$ cat src/rtl/id_stage_pipe.sv
// MIPS decode stage: field extraction, operand select, branch resolution, ID/EX register
// with valid/ready handshake and post-branch squash. Define ID_HAZARD_EN for load-use stalls.
module id_stage_pipe #(
  parameter int DATA_W    = 32,
  parameter int EXE_CMD_W = 4,
  parameter int BR_SQUASH = 1
) (
  input  logic                 i_clk,
  input  logic                 i_rst_n,
  input  logic                 i_if_valid,
  output logic                 o_if_ready,
  input  logic [31:0]          i_instruction,
  input  logic [EXE_CMD_W-1:0] i_ctl_exe_cmd,
  input  logic [1:0]           i_ctl_br_type,
  input  logic                 i_ctl_is_branch,
  input  logic                 i_ctl_is_imm,
  input  logic                 i_ctl_st_or_bne,
  input  logic                 i_ctl_mem_r_en,
  input  logic                 i_ctl_mem_w_en,
  input  logic                 i_ctl_wb_en,
  output logic [4:0]           o_src1,
  output logic [4:0]           o_src2,
  input  logic [DATA_W-1:0]    i_reg1val,
  input  logic [DATA_W-1:0]    i_reg2val,
  output logic                 o_br_taken,
  output logic                 o_ex_valid,
  input  logic                 i_ex_ready,
  output logic [4:0]           o_ex_dest,
  output logic [DATA_W-1:0]    o_ex_val1,
  output logic [DATA_W-1:0]    o_ex_val2,
  output logic [DATA_W-1:0]    o_ex_reg2,
  output logic [EXE_CMD_W-1:0] o_ex_exe_cmd,
  output logic                 o_ex_mem_r_en,
  output logic                 o_ex_mem_w_en,
  output logic                 o_ex_wb_en,
  output logic [4:0]           o_ex_fw_src2
);

  localparam logic [1:0] LP_SQ_LOAD = 2'(BR_SQUASH);

  logic                 r_ex_valid;
  logic [4:0]           r_ex_dest;
  logic [DATA_W-1:0]    r_ex_val1;
  logic [DATA_W-1:0]    r_ex_val2;
  logic [DATA_W-1:0]    r_ex_reg2;
  logic [EXE_CMD_W-1:0] r_ex_exe_cmd;
  logic                 r_ex_mem_r_en;
  logic                 r_ex_mem_w_en;
  logic                 r_ex_wb_en;
  logic [4:0]           r_ex_fw_src2;
  logic [1:0]           r_sq_cnt;

  logic                 w_stall_dn;
  logic                 w_hazard;
  logic                 w_sq_zero;
  logic                 w_accept;
  logic                 w_live;
  logic                 w_cond;
  logic [DATA_W-1:0]    w_imm_ext;
  logic                 w_unused_opcode;

  assign w_unused_opcode = ^i_instruction[31:26];

  assign o_src1 = i_instruction[20:16];
  assign o_src2 = i_ctl_st_or_bne ? i_instruction[25:21] : i_instruction[15:11];

  always_comb begin
    w_imm_ext       = {DATA_W{i_instruction[15]}};
    w_imm_ext[15:0] = i_instruction[15:0];
  end

`ifdef ID_HAZARD_EN
  logic w_uses2;
  assign w_uses2  = ~i_ctl_is_imm | i_ctl_st_or_bne;
  assign w_hazard = r_ex_valid & r_ex_mem_r_en & (r_ex_dest != 5'd0) &
                    ((r_ex_dest == o_src1) | (w_uses2 & (r_ex_dest == o_src2)));
`else
  assign w_hazard = 1'b0;
`endif

  always_comb begin
    w_cond = 1'b0;
    case (i_ctl_br_type)
      2'b00:   w_cond = (i_reg1val == '0);
      2'b01:   w_cond = (i_reg1val != i_reg2val);
      2'b10:   w_cond = 1'b1;
      default: w_cond = 1'b0;
    endcase
  end

  // Instructions being squashed are discarded anyway, so they never wait on a hazard.
  assign w_stall_dn = r_ex_valid & ~i_ex_ready;
  assign w_sq_zero  = (r_sq_cnt == 2'd0);
  assign o_if_ready = ~w_stall_dn & (~w_hazard | ~w_sq_zero);
  assign w_accept   = i_if_valid & o_if_ready;
  assign w_live     = w_accept & w_sq_zero;
  assign o_br_taken = w_live & i_ctl_is_branch & w_cond;

  always_ff @(posedge i_clk or negedge i_rst_n) begin
    if (!i_rst_n) begin
      r_ex_valid    <= 1'b0;
      r_ex_dest     <= '0;
      r_ex_val1     <= '0;
      r_ex_val2     <= '0;
      r_ex_reg2     <= '0;
      r_ex_exe_cmd  <= '0;
      r_ex_mem_r_en <= 1'b0;
      r_ex_mem_w_en <= 1'b0;
      r_ex_wb_en    <= 1'b0;
      r_ex_fw_src2  <= '0;
      r_sq_cnt      <= 2'd0;
    end else begin
      if (!w_stall_dn) begin
        r_ex_valid <= w_live;
        if (w_live) begin
          r_ex_dest     <= i_instruction[25:21];
          r_ex_val1     <= i_reg1val;
          r_ex_val2     <= i_ctl_is_imm ? w_imm_ext : i_reg2val;
          r_ex_reg2     <= i_reg2val;
          r_ex_exe_cmd  <= i_ctl_exe_cmd;
          r_ex_mem_r_en <= i_ctl_mem_r_en;
          r_ex_mem_w_en <= i_ctl_mem_w_en;
          r_ex_wb_en    <= i_ctl_wb_en;
          r_ex_fw_src2  <= i_ctl_is_imm ? i_instruction[15:11] : 5'd0;
        end
      end
      if (o_br_taken) begin
        r_sq_cnt <= LP_SQ_LOAD;
      end else if (w_accept && !w_sq_zero) begin
        r_sq_cnt <= r_sq_cnt - 2'd1;
      end
    end
  end

  assign o_ex_valid    = r_ex_valid;
  assign o_ex_dest     = r_ex_dest;
  assign o_ex_val1     = r_ex_val1;
  assign o_ex_val2     = r_ex_val2;
  assign o_ex_reg2     = r_ex_reg2;
  assign o_ex_exe_cmd  = r_ex_exe_cmd;
  assign o_ex_mem_r_en = r_ex_mem_r_en;
  assign o_ex_mem_w_en = r_ex_mem_w_en;
  assign o_ex_wb_en    = r_ex_wb_en;
  assign o_ex_fw_src2  = r_ex_fw_src2;

endmodule

$ cat config.mk
export PLATFORM = sky130hd
export DESIGN_NAME = id_stage_pipe
export DESIGN_NICKNAME = d
export VERILOG_FILES = /design/src/rtl/id_stage_pipe.sv
export SDC_FILE = /design/constraint.sdc
export NUM_CORES = 1
export LEC_CHECK = 0
export ABC_AREA = 1
export CORE_ASPECT_RATIO = 0.6
export CORE_UTILIZATION = 42
export CTS_BUF_LIST = sky130_fd_sc_hd__clkbuf_16
export DETAILED_ROUTE_END_ITERATION = 16
export GPL_TIMING_DRIVEN = 0
export HOLD_SLACK_MARGIN = 0.15
export PLACE_DENSITY = 0.81
export SLEW_MARGIN = 20
export SYNTH_ARGS = -nofsm -noshare
export SYNTH_HDL_FRONTEND = slang
export SYNTH_SLANG_ARGS = --single-unit
$ cat constraint.sdc
create_clock -name i_clk -period 2.1 [get_ports i_clk]
set_clock_uncertainty 0.1 [all_clocks]
set_input_delay 0.42 -clock i_clk [delete_from_list [all_inputs] [get_ports i_clk]]
set_output_delay 0.42 -clock i_clk [all_outputs]
set_load 0.05 [all_outputs]
==> results.md <==
- Max-Cap Viols: 0
- Fraction of layout instances using a drive strength above 1: between 10% and 20%
- Mapped Area: approximately 5200 µm²
- Clk buf depth: 2
- CP max FO: 2
- Num Clock Sinks: ~120
- Routed vias/inst: about 5.0
- RSZ-0062 raised after global routing: yes
- Final HPWL from detailed placement: about 14 mm
- Non-filler cells, final: roughly 1100
- Cell area after layout: about 8500 µm²
- Total gr overflow: 0
- Placed cells: ~1000
- Top cell type's share of synthesized area: between 50 and 60%
- Pleak: between 0.005 and 0.006 µW
- Total CTS buffers: 17
- Warnings from Yosys: 0
- Die area: roughly 13000 µm²
- Post-DRT Antenna Nets: 0
- Max Freq: 436 MHz
- P&R area growth vs syn: 63.4%
- Most used cell, CP: nand2_1
- Grt met3 use: between 7 and 8%
- Drt wl/cell: about 18 µm
- H-tree levels: 4
- Endpoints failing setup: 1
- Distinct cells, synth: 28
- Top post-synthesis cells by area: dfrtp_1, nand2_1, xnor2_1, inv_1, o21ai_0
- Final worst setup slack: -0.195 ns
- Worst path top cell family by delay: simple AND/OR/NAND/NOR gates
- Number of synthesized register bits: about 120
- First-pass GRT wire length: approximately 27 mm
- Width of the die: 146 µm
- Antenna violations before repair: 0
- Post-Syn Instances: a little over 600
- Fin crit share: 109%
- Total track usage: 28.5%
- Synth Area per Inst: about 8.4 µm²
- Rel. slew slack: 53.6%
- Power, Total: approximately 15000 µW
- CP Capture Type: primary output
- Final #Nets: 994
- Initial core utilization: a little over two fifths
- Critical Path RT: around 1.6 ns
- Met1 Use GR: between 40% and 50%
- Largest net degree at the start of global routing: 70
- CTS tree: yes
- GRT busiest layer: met2
- Routability cong.: roughly 0.85
- Placement Cell Area: approximately 7700 µm²
- Cell taking the most area after synthesis: dfrtp_1
- Syn nets: 730
- Core ar.: roughly 12000 µm²
- Status: finished with violations
- Worst vdd ir: about 0.90 mV
- Clock root cell: clkbuf_16
- Port Buffers: 224
- Commonest non-fill, non-tap cell in the layout: nand2_1
- Minimum clock period: 2.29 ns
- Worst-path clk slew: 0.06 ns
- Worst EP arrival: between 1.5 and 2 ns
- Worst-Skew Late Latency: 0.40 ns
- Pre-Repair DR Iteration Count: 8
- Worst path slowest cell: clkdlybuf4s15_1
- Worst hold path class: in -> reg
- Final Hold Viols: 0
- Hold Slack: between 0.15 and 0.2 ns
- Total vias in the final route: approximately 5300
- Ant. Diodes: 0
- Pwr dens: ~1700 nW/µm²
- Seq/Total Area, Yosys: approximately 56%
- Fill count: about 950
- Slowest stage delay, CP: between 0.2 and 0.25 ns
- Vias in the first global route: approximately 4800
- # IOs: 238
- WP buf/inv: 3
- Post-route DRC violation count: 0
- Worst-Margin Slew: between 0.6 and 0.7 ns
- Most frequent cells in the layout: nand2_1, dfrtp_1, dlygate4sd2_1
- Height of the die: between 80 and 90 µm
- Final WL: roughly 19 mm
- Failing checks: setup timing
- Critical path launch point type: input port
- Final Slew Violations: 0
- CP cell instances: clkdlybuf4s15_1 > xnor2_2 > nand2_2 > nor2_1 > nand2_1 > nor2_1 > nand2_1 > nand2_1 > nand2_2 > nand2_4 > clkinvlp_4 > buf_8
- Initial DRC count: 289
- Crit Path Class: in -> out
- Num rows: 31
- Met2 Use GR: a little over two fifths
- Post-Place Worst Slack: -1.21 ns
-- state kept, by name (all words and copies together) (netlist names) --
signal / count
r_sq_cnt: 2
o_ex_reg2: 32
o_ex_exe_cmd: 4
o_ex_val2: 32
o_ex_mem_r_en: 1
o_ex_dest: 5
o_ex_valid: 1
o_ex_val1: 32
o_ex_wb_en: 1
o_ex_mem_w_en: 1
o_ex_fw_src2: 5
-- synthesized netlist by cell type (all sizes together) --
cell type,n
a21oi,4
dfrtp,116
xnor2,23
mux2i,1
o21bai,1
clkbuf,9
inv,57
o21ai,54
nor2,22
xor2,1
o211ai,17
nand4,8
ha,1
buf,22
nand2,277
o221ai,4
-- worst reg2reg max path, delay by kind of cell, from the launching register on --
| kind | cells | cell delay (ns) |
|---|---|---|
| adder cells (fa/ha/maj) | 1 | 0.14 |
| AO/OA/AOI/OAI | 1 | 0.22 |
| AND/OR/NAND/NOR | 2 | 0.33 |
| flip-flops | 1 | 0.38 |
| buffers and inverters | 5 | 0.67 |
-- logic make-up after synthesis --
| kind of cell | after synthesis | synth area share [%] |
|---|---|---|
| compound gates | 80 | 9.21 |
| xor+xnor | 24 | 4.04 |
| fa+ha+maj | 1 | 0.240 |
| buf+inv | 88 | 7.31 |
| flops | 116 | 55.8 |
| mux | 1 | 0.192 |
| simple gates | 307 | 23.2 |
-- layout make-up --
class	instances	area (µm²)	area share (%)
Clock inverter	15	189	2.22
Inverter	57	233	2.74
Tap cell	165	206	2.43
Multi-Input combinational cell	413	2070	24.3
Clock buffer	17	425	5.00
Timing Repair Buffer	246	2320	27.3
Sequential cell	116	2900	34.2
Buffer	30	156	1.84
-- final timing paths --
check	startpoint	end	slack (ns)	cells after the start
max in group asynchronous	i_rst_n	o_ex_reg2[31]	0.77	3
max reg2reg	r_sq_cnt[0]	o_ex_val2[20]	0.16	9
min reg2reg	o_ex_reg2[17]	o_ex_reg2[17]	0.37	2
min	i_reg2val[2]	o_ex_reg2[2]	0.18	3
min in group asynchronous	i_rst_n	o_ex_val1[16]	0.42	2
max	i_reg2val[5]	o_br_taken	-0.19	12
-- per-stage QoR --
stage | utilization [%] | setup TNS (ns)
2_1_floorplan | - | -0.537
3_3_place_gp | 63.5 | -469.30
3_5_place_dp | 63.7 | -10.58
4_1_cts | 69.0 | -0.198
5_1_grt | 70.5 | -0.267
6_report | 70.5 | -0.195
-- what timing repair did --
| item | CTS | global route |
|---|---|---|
| buffers inserted | 5 | 15 |
| setup endpoints to repair | 58 | 57 |
| endpoints found under the hold margin | 47 | 0 |
| hold buffers | 1 | 0 |
| gates resized for setup | 211 | 147 |
| pin swaps | 36 | 54 |
-- per-layer routing --
metal,wire length (µm),up-vias
li1,-,2461
met1,8580,2535
met2,8140,234
met3,1620,26
met4,272,0
met5,0,-
-- power breakdown --
group | switching, µW | internal, µW | total, µW
Clock | 1060 | 1970 | 3030
Sequential | 583 | 3280 | 3860
Combinational | 5530 | 2220 | 7750
Note: power is estimated with default switching activity, not from simulation.
